## config.mk

```make
export PLATFORM = sky130hd
export DESIGN_NAME = ring_store
export DESIGN_NICKNAME = d
export VERILOG_FILES = /design/src/rtl/ring_store.sv
export SDC_FILE = /design/constraint.sdc
export NUM_CORES = 1
export LEC_CHECK = 0
export CORE_AREA = 5 5 66 68
export DETAILED_ROUTE_END_ITERATION = 16
export DIE_AREA = 0 0 71 73
export PLACE_DENSITY = 0.68
export SETUP_SLACK_MARGIN = 0.15
export SLEW_MARGIN = 20
export SYNTH_ARGS = -nofsm -noshare
export SYNTH_HDL_FRONTEND = slang
export SYNTH_SLANG_ARGS = --single-unit
```

## constraint.sdc

```tcl
create_clock -name clock -period 2.9 [get_ports clock]
set_input_delay 0.58 -clock clock [delete_from_list [all_inputs] [get_ports clock]]
set_output_delay 0.58 -clock clock [all_outputs]
set_load 0.005 [all_outputs]
```

## src/rtl/ring_store.sv

```systemverilog
// Storage/pointer stage of the serial ring buffer: 16-entry bit store with write/read pointers and occupancy.
// Latency: a write at edge N is readable from cycle N+1; a read accepted at edge N strobes out during cycle N+1.
// Backpressure: none. Writes while full and requests while empty are dropped. RING_STORE_OVERFLOW_EN adds sticky overflow/underrun flags.
module ring_store #(
   parameter int counter_size = 4,
   parameter int buffer_size  = 16
) (
   input  logic                      clock,
   input  logic                      reset,
   input  logic                      txda,
   input  logic                      txc,
   input  logic                      rxreq,
   output logic [buffer_size-1:0]    buffer,
   output logic [2*counter_size:0]   ramadrs,
   output logic                      outstrobe,
   output logic                      empty,
   output logic                      full
`ifdef RING_STORE_OVERFLOW_EN
   ,
   output logic                      overflow,
   output logic                      underrun
`endif
);

   localparam logic [counter_size:0]   full_count = (counter_size+1)'(buffer_size);
   localparam logic [counter_size:0]   cnt_one    = 1;
   localparam logic [counter_size-1:0] ptr_one    = 1;

   logic [counter_size-1:0] wptr;
   logic [counter_size-1:0] rptr;
   logic [counter_size:0]   count;
   logic                    wr_acc;
   logic                    rd_acc;

   // Accept decisions and flags come from the pre-edge occupancy only
   always_comb begin
      empty   = (count == '0);
      full    = (count == full_count);
      wr_acc  = txc && !full;
      rd_acc  = rxreq && !empty;
      ramadrs = {full, wptr, rptr};
   end

   // Write side: store the bit at wptr and advance; dropped when full
   always_ff @(posedge clock or negedge reset) begin
      if (!reset) begin
         buffer <= '0;
         wptr   <= '0;
      end else if (wr_acc) begin
         buffer[wptr] <= txda;
         wptr         <= wptr + ptr_one;
      end
   end

   // Read side: strobe the oldest entry for one cycle, then step rptr past it
   always_ff @(posedge clock or negedge reset) begin
      if (!reset) begin
         outstrobe <= 1'b0;
         rptr      <= '0;
      end else begin
         outstrobe <= rd_acc;
         if (outstrobe) begin
            rptr <= rptr + ptr_one;
         end
      end
   end

   // Occupancy: a read frees its slot at accept, so simultaneous accepts cancel
   always_ff @(posedge clock or negedge reset) begin
      if (!reset) begin
         count <= '0;
      end else begin
         case ({wr_acc, rd_acc})
            2'b10:   count <= count + cnt_one;
            2'b01:   count <= count - cnt_one;
            default: count <= count;
         endcase
      end
   end

`ifdef RING_STORE_OVERFLOW_EN
   // Sticky error flags, cleared only by reset
   always_ff @(posedge clock or negedge reset) begin
      if (!reset) begin
         overflow <= 1'b0;
         underrun <= 1'b0;
      end else begin
         if (txc && full) begin
            overflow <= 1'b1;
         end
         if (rxreq && empty) begin
            underrun <= 1'b1;
         end
      end
   end
`endif

endmodule

```

# ---- After elaboration in Yosys (flattened, before gate mapping)
# Index checks and enable logic that the tools add are counted.
dict set report totals {
  regBits 30
  input_bits 5
  wordCells 25
}
dict set report classes {
  add_sub_neg 4
  n_lt_le_gt_ge 2
  n_eq_ne 3
  muxes 4
  n_reduce_logical 7
}
# operator n
set op_table {}
lappend op_table {{bitwise mux 16 bit} 1}
lappend op_table {{case mux 5 bit (2 select lines)} 1}
lappend op_table {{adder 4 x 1 -> 4 bit, second input constant} 2}
lappend op_table {{adder 5 x 1 -> 5 bit, second input constant} 1}
lappend op_table {{equality test 5 bit, second input constant} 1}
lappend op_table {{zero test 5 bit} 1}
lappend op_table {{< comparator 4 x 5 -> 1 bit, second input constant} 1}
lappend op_table {{subtractor 5 x 1 -> 5 bit, second input constant} 1}
lappend op_table {{demux 1 bit (select 4 bit)} 1}
lappend op_table {{greater-or-equal comparator 4 x 1 -> 1 bit, second input constant} 1}
lappend op_table {{logical AND 1 bit} 3}
lappend op_table {{equality test 2 x 1 -> 1 bit, second input constant} 1}
lappend op_table {{equality test 2 bit, second input constant} 1}
lappend op_table {{zero test 1 bit} 2}
lappend op_table {{nonzero test 2 bit} 1}
lappend op_table {{two-way mux 1 bit} 1}

# ---- Depth between registers and ports, before layout
# Gate-level depths: netlist (run 1).
dict set report logic_depth {
  depth_word 5
  ltp_mapped 9
  depth_no_buf 8
}

# ---- Worst setup path after synthesis (run 1)
# No wires, ideal clock.
dict set report synth_path {
  path_type {flip-flop to flip-flop}
  from {register count[2]}
  to {register count[4]}
  setup_time_ns 0.134
  t_arrival_ns 2.593
  required_time_ns 2.766
  slack_ns 0.173
  path_stages_with_launch 10
  n_path_buf 1
  period_less_slack_ns 2.727
  path_cell_list {dfrtp_1 > nor4_2 > buf_2 > nor2b_1 > nor2b_1 > ha_1 > ha_1 > or4b_1 > o311ai_0 > o211ai_1}
}
dict set report synth_via {
  elab_chain_len 5
}
# element line
set synth_rtl {}
lappend synth_rtl {{start, declared} 31} ;# logic [counter_size:0] count;
lappend synth_rtl {{start signal, assigned} 74} ;# 2'b10: count <= count + cnt_one;
lappend synth_rtl {{start signal, assigned} 75} ;# 2'b01: count <= count - cnt_one;
lappend synth_rtl {{start signal, assigned} 76} ;# default: count <= count;
lappend synth_rtl {{zero test 5 bit *} 37} ;# empty = (count == '0);
lappend synth_rtl {{via empty} 16} ;# output logic empty,
lappend synth_rtl {{zero test 1 bit *} 40} ;# rd_acc = rxreq && !empty;
lappend synth_rtl {{logical AND 1 bit *} 40}
lappend synth_rtl {{via rd_acc} 33} ;# logic rd_acc;
lappend synth_rtl {{equality test 2 x 1 -> 1 bit / equality test 2 bit (equally long branches)} 73} ;# case ({wr_acc, rd_acc})
lappend synth_rtl {{case mux 5 bit (2 select lines) / nonzero test 2 bit (equally long branches)} --}
# The timed path passes the listed nets; every way through them passes the cells marked *.
# A chain may end at the register's enable or synchronous reset.

# ---- Final worst setup path (run 1)
dict set report layout_path {
  from {register count[2]}
  to {output port ramadrs[8]}
}
dict set report layout_via {
  elab_chain_len 1
}
# element line
set layout_rtl {}
lappend layout_rtl {{equality test 5 bit} 38} ;# full = (count == full_count);
lappend layout_rtl {{end, declared} 14} ;# output logic [2*counter_size:0] ramadrs,
# No other way between the ends.

==> results of run 1 <==
critical path: stages, from the launching register on:
cell and delay (ns):
dfrtp_1 0.44, nor4_4 0.34, buf_4 0.28, and2_1 0.19, clkdlybuf4s50_1 0.53
through the flow:
step | worst slack (ns) | cells | instance area, um2 | total power, uW | hold WS [ns]
detailed placement | 0.0661 | 216 | 2000 | 1890 | 0.473
global placement | 0.154 | 216 | 2000 | 1840 | 0.462
floorplan | 0.173 | 134 | 1600 | 1360 | 0.284
finish | 0.265 | 224 | 2100 | 2230 | 0.474
CTS | 0.206 | 224 | 2090 | 2240 | 0.481
global route | 0.175 | 224 | 2100 | 2410 | 0.509
synth_stat cells:
master	number	share of area, %
o21ai_0	2	0.63
and2_1	1	0.39
a2111oi_1	2	1.3
mux2_2	15	11
nor2b_1	2	0.78
fa_1	1	1.3
a2111oi_2	1	0.94
dfrtp_1	30	47
a21boi_1	1	0.47
nand4_1	2	0.78
xor2_1	3	1.6
buf_2	1	0.31
nand3_1	3	0.94
a2111oi_0	1	0.55
a211oi_1	12	5.6
ha_1	9	7.0
or4_1	1	0.47
buf_4	1	0.47
nand2b_1	2	0.78
buf_6	1	0.70
clkbuf_1	4	0.94
o211ai_1	1	0.47
nor3b_1	5	2.3
nor4_2	1	0.78
a2111o_1	1	0.70
o311ai_0	1	0.55
or4b_1	1	0.63
buf_1	1	0.23
inv_1	5	1.2
xnor2_1	5	2.7
nand2_1	7	1.6
mux2_1	5	3.5
a21oi_1	6	1.9
layout make-up:
type | count | area (um2) | share of cell area (%)
multi-input combinational | 91 | 801 | 38.0
clock inverter | 1 | 5.00 | 0.238
inverter | 5 | 18.8 | 0.892
tap | 50 | 62.6 | 2.97
clock buffer | 7 | 86.3 | 4.10
timing repair buffer | 40 | 380 | 18.1
sequential | 30 | 751 | 35.7
power breakdown:
group	leakage (uW)	switching, uW	internal [uW]
sequential	0.000364	208	626
clock	0.0000482	150	191
combinational	0.000442	424	629
registers in the layout, summed over array words and instances, names as in the netlist:
register and cells:
count 5, rptr 4, wptr 4, outstrobe 1
buffer 16
per-layer routing:
metal	up-vias	track usage [%]	share of wire [%]
li1	573	-	-
met1	555	17.3	47
met2	22	21.2	47
met3	7	3.72	4.0
met4	0	7.31	2.2
met5	-	0	0
repair_timing:
item | 4_1_cts | 5_1_grt
endpoints found under the setup margin | 0 | 3
resized for setup | 0 | 2
hold endpoints to repair | 0 | 0
final timing paths:
| path | cells after the start | end | slack [ns] | start |
|---|---|---|---|---|
| max in group asynchronous | 2 | count[4] | 1.92 | reset |
| min in group asynchronous | 2 | count[2] | 0.69 | reset |
| hold / removal | 1 | rptr[3] | 0.47 | rptr[3] |
| setup reg to reg | 8 | count[4] | 0.31 | count[2] |
| setup / recovery | 4 | ramadrs[8] | 0.27 | count[2] |
| hold reg to reg | 1 | rptr[3] | 0.47 | rptr[3] |
kinds of logic (layout without fill, tap and decap cells):
group	after synthesis	after routing	share of synthesized area, %
flip-flops	30	30	46.9
AO/OA/AOI/OAI	28	28	13.0
AND/OR/NAND/NOR	25	25	9.53
multiplexers	20	20	14.1
buffers and inverters	13	53	3.83
adder cells (fa/ha/maj)	10	10	8.28
XOR/XNOR	8	8	4.38
==> flow_summary.toml, run 1 <==
[outcome]
status = "completed"

[critical_path]
crit_arrival_ns = 2.05
cp-start-kind = "register"
worstSetupPathType = "register to output pin"
worst_ep_required_time_ns = 2.32
end_kind = "output pin"
worstPathMaxFanout = 19

[cts]
clock_sink_count = 30
cts_hold_buf = 0
clockBufferDepth = 2
h-tree-depth = 2
clkTransAtPathRegs_ns = 0.06
clk_latency_ns = 0.28
cts_root_buf = "clkbuf_8"
cts-buffers-inserted = 5
post_cts_buffers = 0
cts_tree = "done"

[sta]
fmax_ghz = 0.380
clock_skew_ns = 0.00535
period_minus_slack_ns = 2.63
setup_tns_ns = 0
drv_slew = 0
min_period_over_period_pct = 90.9
relSlewSlack_pct = 61.6
hold_viol = 0
worst_pin_slew_ns = 0.561
finalSetupViolations = 0
rsz0062_at_grt = "no"

[drt]
ant_nets = 0
drtIter0Drc = 46
vias = 1157
dr.pass1.iters = 4
drc = 0
vias_per_cell = 5.17
wl_per_cell_um = 14.7
wl_um = 3290

[floorplan]
core_region_area_um2 = 3800
chipHeight_um = 73
fp-row-count = 23
die_x_um = 71
io_pins = 33
start_util_pct = 42.2
dieArea_um2 = 5180

[finish]
syn2layout_area_growth_pct = 31.4
nFillCells = 331
num_antenna_cells = 0
drive_gt1_share_pct = 19.0
nets = 188
mostFrequentLayoutCell = "clkdlybuf4s50_1"
finish.utilization_pct = 55.4
final_cell_mix = "32 x clkdlybuf4s50_1, 30 x dfrtp_1, 15 x mux2_2"

[logic_synthesis]
seq_area_frac_synth_pct = 46.9
syn_area_um2 = 1600
avgSynthCellArea_um2 = 12.0
synth_warnings = 0
synthDistinctLibCells = 33
netlist_instances = 134
synth_nets = 149
synth_seq_cells = 30

[power_and_ir_drop]
peakVddDrop_mv = 0.398
leakagePower_uw = 0.000855
p_per_area_nw_per_um2 = 1060

[flow_run]
maxCapViolCount = 0

[min_path]
hold_class = "register to register"

[global_routing]
grt_first_pass_wirelength_um = 5490
antenna_found_initial = 0
grt_max_degree = 31
grt_util_all_layers_pct = 13.6
grt_overflow = 0
grt_pass1_vias = 1196

[place]
dp_hpwl_um = 2370
io_buffer_count = 32
gp_congestion = 0.790
No activity file was read; power rests on OpenSTA's default activity.
==> run 2, diff against run 1 <==
Settings changed: CTS_CLUSTER_DIAMETER set to 50.
==> results of run 2 <==
Same layout as run 1: the final DEF is identical, and so are final timing and power.
==> run 3, diff against run 2 <==
Settings changed: TNS_END_PERCENT set to 100.
==> results of run 3 <==
Same layout as run 1: the final DEF is identical, and so are final timing and power.
